## config.mk

```make
export PLATFORM = sky130hd
export DESIGN_NAME = reg_stack
export DESIGN_NICKNAME = d
export VERILOG_FILES = /design/src/rtl/reg_stack.sv
export SDC_FILE = /design/constraint.sdc
export NUM_CORES = 1
export LEC_CHECK = 0
export CAP_MARGIN = 20
export CORE_ASPECT_RATIO = 0.9
export CORE_MARGIN = 1
export CORE_UTILIZATION = 40
export CTS_BUF_LIST = sky130_fd_sc_hd__clkbuf_8 sky130_fd_sc_hd__clkbuf_16
export CTS_CLUSTER_SIZE = 30
export DETAILED_ROUTE_END_ITERATION = 8
export GPL_TIMING_DRIVEN = 0
export PLACE_DENSITY = 0.65
export SETUP_SLACK_MARGIN = 0.2
export SLEW_MARGIN = 10
export SYNTH_ARGS = -nofsm -noshare
export SYNTH_HDL_FRONTEND = slang
export SYNTH_SLANG_ARGS = --single-unit
```

## constraint.sdc

```tcl
create_clock -name clk -period 3.85 [get_ports clk]
set_input_delay 0.5775 -clock clk [delete_from_list [all_inputs] [get_ports clk]]
set_output_delay 0.5775 -clock clk [all_outputs]
set_load 0.005 [all_outputs]
```

## src/rtl/reg_stack.sv

```systemverilog
// reg_stack: parametrised LIFO register stack with push, pop, replace-top and
// synchronous clear, all gated by a global enable. The top word is a
// zero-latency combinational read of the registered storage.
// Optional feature macro: REG_STACK_ERR_EN adds a sticky overflow/underflow
// flag on port err.
module reg_stack #(
  parameter int WIDTH = 8,
  parameter int DEPTH = 8
) (
  input  logic                       clk,
  input  logic                       rst,
  input  logic                       en,
  input  logic                       clr,
  input  logic                       push,
  input  logic                       pop,
  input  logic [WIDTH-1:0]           din,
  output logic [WIDTH-1:0]           top,
  output logic [$clog2(DEPTH+1)-1:0] count,
  output logic                       empty,
  output logic                       full
`ifdef REG_STACK_ERR_EN
  ,
  output logic                       err
`endif
);

  localparam int CW = $clog2(DEPTH + 1);
  localparam int IW = (DEPTH > 1) ? $clog2(DEPTH) : 1;

  logic [CW-1:0]    count_q, count_d;
  logic [WIDTH-1:0] mem_q [DEPTH];
  logic [WIDTH-1:0] mem_d [DEPTH];
  logic [CW-1:0]    top_pos;
  logic [IW-1:0]    rd_idx;
  logic [IW-1:0]    wr_idx;
  logic             wr_en;
  logic             is_empty;
  logic             is_full;
`ifdef REG_STACK_ERR_EN
  logic             err_q, err_d;
`endif

  assign is_empty = (count_q == '0);
  assign is_full  = (count_q == CW'(DEPTH));
  assign top_pos  = count_q - 1'b1;
  assign rd_idx   = IW'(top_pos);

  // Next-state decode: reset and disable suppress writes; clr beats push/pop;
  // push+pop on a non-empty stack overwrites the top in place.
  always_comb begin
    count_d = count_q;
    wr_en   = 1'b0;
    wr_idx  = '0;
`ifdef REG_STACK_ERR_EN
    err_d   = err_q;
`endif
    if (rst && en) begin
      if (clr) begin
        count_d = '0;
`ifdef REG_STACK_ERR_EN
        err_d   = 1'b0;
`endif
      end else if (push && pop) begin
        wr_en = 1'b1;
        if (is_empty) begin
          wr_idx  = '0;
          count_d = CW'(1);
        end else begin
          wr_idx = rd_idx;
        end
      end else if (push) begin
        if (!is_full) begin
          wr_en   = 1'b1;
          wr_idx  = IW'(count_q);
          count_d = count_q + 1'b1;
        end else begin
`ifdef REG_STACK_ERR_EN
          err_d = 1'b1;
`endif
        end
      end else if (pop) begin
        if (!is_empty) begin
          count_d = count_q - 1'b1;
        end else begin
`ifdef REG_STACK_ERR_EN
          err_d = 1'b1;
`endif
        end
      end
    end
  end

  // Storage next-state: only the addressed entry takes din on a write.
  always_comb begin
    mem_d = mem_q;
    if (wr_en) begin
      mem_d[wr_idx] = din;
    end
  end

  // Control registers: synchronous active-low reset empties the stack.
  always_ff @(posedge clk) begin
    if (!rst) begin
      count_q <= '0;
`ifdef REG_STACK_ERR_EN
      err_q   <= 1'b0;
`endif
    end else begin
      count_q <= count_d;
`ifdef REG_STACK_ERR_EN
      err_q   <= err_d;
`endif
    end
  end

  // Entry storage is never reset; stale words stay hidden behind count.
  always_ff @(posedge clk) begin
    mem_q <= mem_d;
  end

  assign top   = is_empty ? '0 : mem_q[rd_idx];
  assign count = count_q;
  assign empty = is_empty;
  assign full  = is_full;
`ifdef REG_STACK_ERR_EN
  assign err   = err_q;
`endif

endmodule

```

# After elaboration in Yosys (flattened, before gate mapping)
# Cells that the tools add are included.
op_classes:
  n_div: 0
  n_mul: 0
  eq_ne: 4
  magnitude_cmp: 3
  bitwise: 2
  n_reduce_logical: 6
  n_addsub: 2
  shifts: 0
  n_mux: 25
ops:
  columns: ["op", "n"]
  rows:
  - ["64-bit bitwise mux", 1]
  - ["8-bit two-way mux", 4]
  - ["4-bit two-way mux", 7]
  - ["8-bit binary-select mux with 3-bit select", 1]
  - ["8-bit demux with 3-bit select", 1]
  - ["3-bit two-way mux", 6]
  - ["4-bit greater-or-equal comparator (second input constant)", 2]
  - ["4-bit by 3-bit inequality test with 1-bit output (second input constant)", 2]
  - ["3-bit NOT with 4-bit output", 2]
  - ["1-bit two-way mux", 5]
  - ["5-bit AND reduction", 1]
  - ["4-bit by 1-bit adder with 4-bit output (second input constant)", 1]
  - ["4-bit equality test (second input constant)", 1]
  - ["4-bit logical NOT", 1]
  - ["4-bit by 1-bit less-than comparator with 1-bit output (second input constant)", 1]
  - ["4-bit nonzero test", 1]
  - ["4-bit by 1-bit subtractor with 4-bit output (second input constant)", 1]
  - ["1-bit logical AND", 3]
  - ["3-bit inequality test (second input constant)", 1]
word_totals:
  n_memories: 0
  romBits: 0
  output_inout_bits: 14
  in_bits: 14
  register_bits: 68
  latch_bits: 0
  mem_bits_rw: 0

# Longest topological paths before layout
depth:
  word_depth: 12
  depth_mapped: 10

# Worst setup path before layout
# Ideal clock, no wire load.
synth_timing:
  path_type: "reg-to-reg"
  startpoint: "register count_q[0], in the netlist count[0]"
  endpoint: "register mem_q[16] (netlist bit), enable pin"
  required_time_ns: 3.467
  setup_slack_ns: 0.846
  path_buffers: 4
  path_stages_with_launch: 10
  arrival_ns: 2.621
  path_cell_list: "dfxtp_1 buf_2 buf_2 inv_1 ha_1 buf_2 clkbuf_1 o32ai_1 and2_1 nor3_1"
synth_via:
  elab_chain_len: 6
synth_rtl:
  columns: ["item", "line_no", "rtl"]
  rows:
  - ["start: declaration", "30", "logic [CW-1:0] count_q, count_d;"]
  - ["start signal: assignment", "109", "count_q <= count_d;"]
  - ["4-bit equality test", "44", "assign is_full = (count_q == CW'(DEPTH));"]
  - ["1-bit two-way mux", "72", "if (!is_full) begin"]
  - ["1-bit two-way mux", "71", "end else if (push) begin"]
  - ["1-bit two-way mux", "63", "end else if (push && pop) begin"]
  - ["1-bit two-way mux", "58", "if (clr) begin"]
  - ["1-bit two-way mux", "57", "if (rst && en) begin"]
  - ["end signal: assignment", "118", "mem_q <= mem_d;"]
  - ["end: declaration", "31", "logic [WIDTH-1:0] mem_q [DEPTH];"]
# Every way passes these cells.
# A chain may end at the register's enable or synchronous reset.

# Worst setup path after layout
layout_timing:
  startpoint: "register count_q[0], in the netlist count[0]"
  endpoint: "output port top[0]"
layout_via:
  elab_chain_len: 6
  elab_cells_between_ends: 7
  cone_classes: "add/sub (1); mux (4); bitwise (1); reduce/logical (1)"
layout_rtl:
  columns: ["item", "line_no", "rtl"]
  rows:
  - ["4-bit by 1-bit subtractor with 4-bit output", null, null]
  - ["3-bit NOT with 4-bit output (implied by the code)", "121", "assign top = is_empty ? '0 : mem_q[rd_idx];"]
  - ["8-bit binary-select mux with 3-bit select", "121", null]
  - ["8-bit two-way mux (implied by the code) (2 in a row)", "121", null]
  - ["8-bit two-way mux *", "121", null]
  - ["end: declaration", "17", "output logic [WIDTH-1:0] top,"]
# Mark *: on every way between the ends. The rest lies on a longest branch, timed or not. The select of a mux whose other input is x is not followed.

==> results summary <==
The number of antenna violations at the first check in global routing is 0. The number of pins with negative max-slew slack in the final report was 0. The number of buffers on the longest clock path is 2.

The worst setup path is of the reg2out kind. The instance count along the most critical hold path came out at 2. The flow ran to the end, and the final reports show no timing, DRC or antenna violations. In this run the critical register-to-register path is launched from count[0]. The placeable core area came out at between 7000 and 8000 µm².

The hold violation count in the final report came to 0. The power density normalized to cell area is 428.0 nW/µm². The total wirelength of the detailed-routed design came out at 6101 µm. The synthesized design contains 68 register bits. The number of cells on the worst reg-to-reg path is 9. The post-synthesis sequential area ratio is 0.6633. The utilization after layout came out at 0.5131. The total via count in the routed design came out at 1794. In this run the post-CTS setup repair buffer count came out at 0. The mean number of vias per cell came out at 5.470. Of all nets on the critical path, the largest fanout is 10. In this run the worst setup path begins at count[0]. The post-synthesis async set-or-reset flop share came out at 0. The wire length per cell after detailed routing came out at roughly 19 µm. The final net count came out at approximately 250. The peak supply drop is 0.2415 mV. The worst path arrival time is 2920 ps.

The antenna cell count came out at 0. The die extent in y came out at 84.40 µm. The leakage power came out at 1.191 nW. The worst hold path startpoint is count[1]. By instance count, the leading cell after synthesis is sky130_fd_sc_hd__edfxtp_1. STA classifies the critical path startpoint as a flip-flop. The post-placement cell count is 313. The initial core utilization is 0.4201. The insertion delay to the later sink of the worst-skew pair came out at 340 ps. The worst slack at placement came out at -93.11 ps. The number of antenna-violating nets in the routed design came out at 0. The cell sitting at the root of the clock tree is a sky130_fd_sc_hd__clkbuf_8. The number of buffers created by CTS is 9. The global placement routability congestion came out at about 0.77.

The portion of the clock cycle consumed by the worst path in the final layout came out at 0.9083. The count of unresolved DRC violations after routing came out at 0. In the synthesized netlist the dominant register cell turns out to be sky130_fd_sc_hd__edfxtp_1.

The fraction of final layout cells with drive strength greater than 1 came out at 0.2383. The CTS clock-pin slew for the worst setup and hold paths is ~70 ps. The leftover overflow at the end of global routing came out at 0. The worst setup path is captured at a primary output. The total nets after synthesis came out at ~210. During I/O placement, the number of pins put on the boundary was 28.

The floorplan die area is roughly 7900 µm². TritonCTS built the clock tree. The number of global-route vias before repair came out at 1688. The number of filler cells placed in the layout came out at 609. The post-layout instance count excluding filler cells is 328. The number of cell rows is 29.

The final setup slack of the worst path is 353.2 ps. The H-tree was split into 3 levels. The area growth from synthesis to layout is 22.14%. By area the synthesized netlist is led by sky130_fd_sc_hd__edfxtp_1, sky130_fd_sc_hd__mux4_2, sky130_fd_sc_hd__nand2_1. The first-pass GRT wire length is 9363 µm. The final period demand of the worst path is ~3500 ps. The quantity of I/O buffers inserted on ports is 25. The post-synthesis cell type count came out at 42. The number of hold buffers added after CTS was 0.

The maximum achievable frequency came out at approximately 290 MHz. The worst pin sits at a relative slew slack of 0.3871. The worst register-to-register path ends at mem_q[7].

The post-synthesis instance area came out at 3018 µm². From left edge to right edge, the die measures 93.56 µm. The worst hold path terminates at count[1].

Across every metal layer, demand over resource in global routing totals 0.1686. The initial detailed-routing violation count is 84. The max-cap violation count came out at 0.

Synthesis produced 193 cells. The maximum number of pins on one net before global-route repair came out at 12. The type of the tightest min-delay check is reg2reg. The number of enable-type register cells in the synthesized netlist is 64. The register-to-register setup slack is 700 ps. The total power came out at 1.578 mW. The average footprint of a synthesized cell came out at 15.64 µm². Setup repair after global routing could not meet its margin everywhere. The most area-hungry cell type in the Yosys netlist is sky130_fd_sc_hd__edfxtp_1. The required arrival time at the worst endpoint came out at 3270 ps. The share of synthesized area in the top cell type comes to 0.6368. The count of endpoints failing setup in the final report is 0. The clock drives 68 sinks. The number of search-and-repair iterations in the first detailed-routing pass came out at 4. The count of warnings emitted by yosys came out at 0. The estimated wirelength of the detail-placed design is 3995 µm. Sorting the synthesized cells by how often they occur yields sky130_fd_sc_hd__edfxtp_1, sky130_fd_sc_hd__nand2_1, sky130_fd_sc_hd__mux4_2, sky130_fd_sc_hd__nor3_1. The actual slew at the worst max-slew pin is slightly above 900 ps.

The clock skew after layout is 3.491 ps.
==> what timing repair did <==
item / CTS / global route
pin swaps: 0 / 0
setup endpoints to repair: 39 / 8
resized for setup: 7 / 6
==> worst max-delay path, stage by stage (launching register included) <==
cell and delay [ps]:
sky130_fd_sc_hd__dfxtp_1 360, sky130_fd_sc_hd__buf_4 190, sky130_fd_sc_hd__buf_6 160, sky130_fd_sc_hd__inv_1 50, sky130_fd_sc_hd__ha_1 280, sky130_fd_sc_hd__buf_6 160
sky130_fd_sc_hd__clkbuf_16 190, sky130_fd_sc_hd__mux4_2 310, sky130_fd_sc_hd__a221oi_1 260, sky130_fd_sc_hd__a31oi_1 110, sky130_fd_sc_hd__clkdlybuf4s50_1 490
==> registers in the layout, indices dropped and copies added, names as in the netlist <==
signal	flops
count	4
mem_q	64
==> layout by cell type (no fill, tap or decap), drive strengths merged, types with 3 or more instances in the layout <==
master,Yosys,routed
and2,3,3
mux4,16,16
clkbuf,7,16
clkinv,1,5
nor2,3,3
inv,6,6
clkdlybuf4s50,0,23
a21oi,4,4
nand2b,3,3
a31oi,8,8
a221oi,9,9
nand2,27,27
edfxtp,64,64
dfxtp,4,4
nor3,10,10
buf,6,8
==> cell families (layout without fill, tap and decap cells) <==
logic type / count (synthesis) / after routing / share of synthesized area
xor gates and xnor gates: 1 / 1 / 0.002903
buffers and inverters: 20 / 62 / 0.02860
adders and majority gates: 2 / 2 / 0.008291
AOI/OAI and AO/OA: 31 / 31 / 0.08375
muxes: 17 / 17 / 0.1227
and+or+nand+nor: 54 / 54 / 0.09038
DFF: 68 / 68 / 0.6633
==> per-stage QoR <==
stage | area (µm²) | hold WS (ps) | setup TNS, ps
6_report | 3686 | 566.6 | 0
3_5_place_dp | 3440 | 563.5 | -514.6
2_1_floorplan | 3018 | 525.4 | 0
3_3_place_gp | 3385 | 556.1 | -17510
4_1_cts | 3672 | 573.7 | 0
5_1_grt | 3686 | 594.0 | 0
==> worst max path at each step <==
stage          depth (start not counted)         to
6_report                              10     top[0]
4_1_cts                               10     top[2]
2_1_floorplan                          9  mem_q[16]
3_5_place_dp                          10     top[3]
5_1_grt                               10     top[6]
3_3_place_gp                           9  mem_q[50]
==> per-layer routing <==
layer  track usage  routed length (µm)  up-vias
met5             0                   0        -
met4       0.05035                  52        0
met3       0.05888                 522        7
met2        0.2433                2765       64
met1        0.2417                2761      875
li1              -                   -      848
==> where the power goes <==
| part | switching, mW | internal, mW |
|---|---|---|
| combinational | 0.0761 | 0.0770 |
| clock | 0.254 | 0.355 |
| sequential | 0.00314 | 0.812 |
| total | 0.334 | 1.24 |
==> layout make-up <==
class,instances,area [µm²],area share
Sequential cell,68,2002,0.5431
Multi-Input combinational cell,105,969.7,0.2631
Timing Repair Buffer,27,270.3,0.07332
Clock buffer,9,123.9,0.03360
Tap cell,93,116.4,0.03157
Buffer,13,97.59,0.02648
Clock inverter,6,80.08,0.02172
Inverter,7,26.28,0.007128
Note: power is estimated with default switching activity, not from simulation.
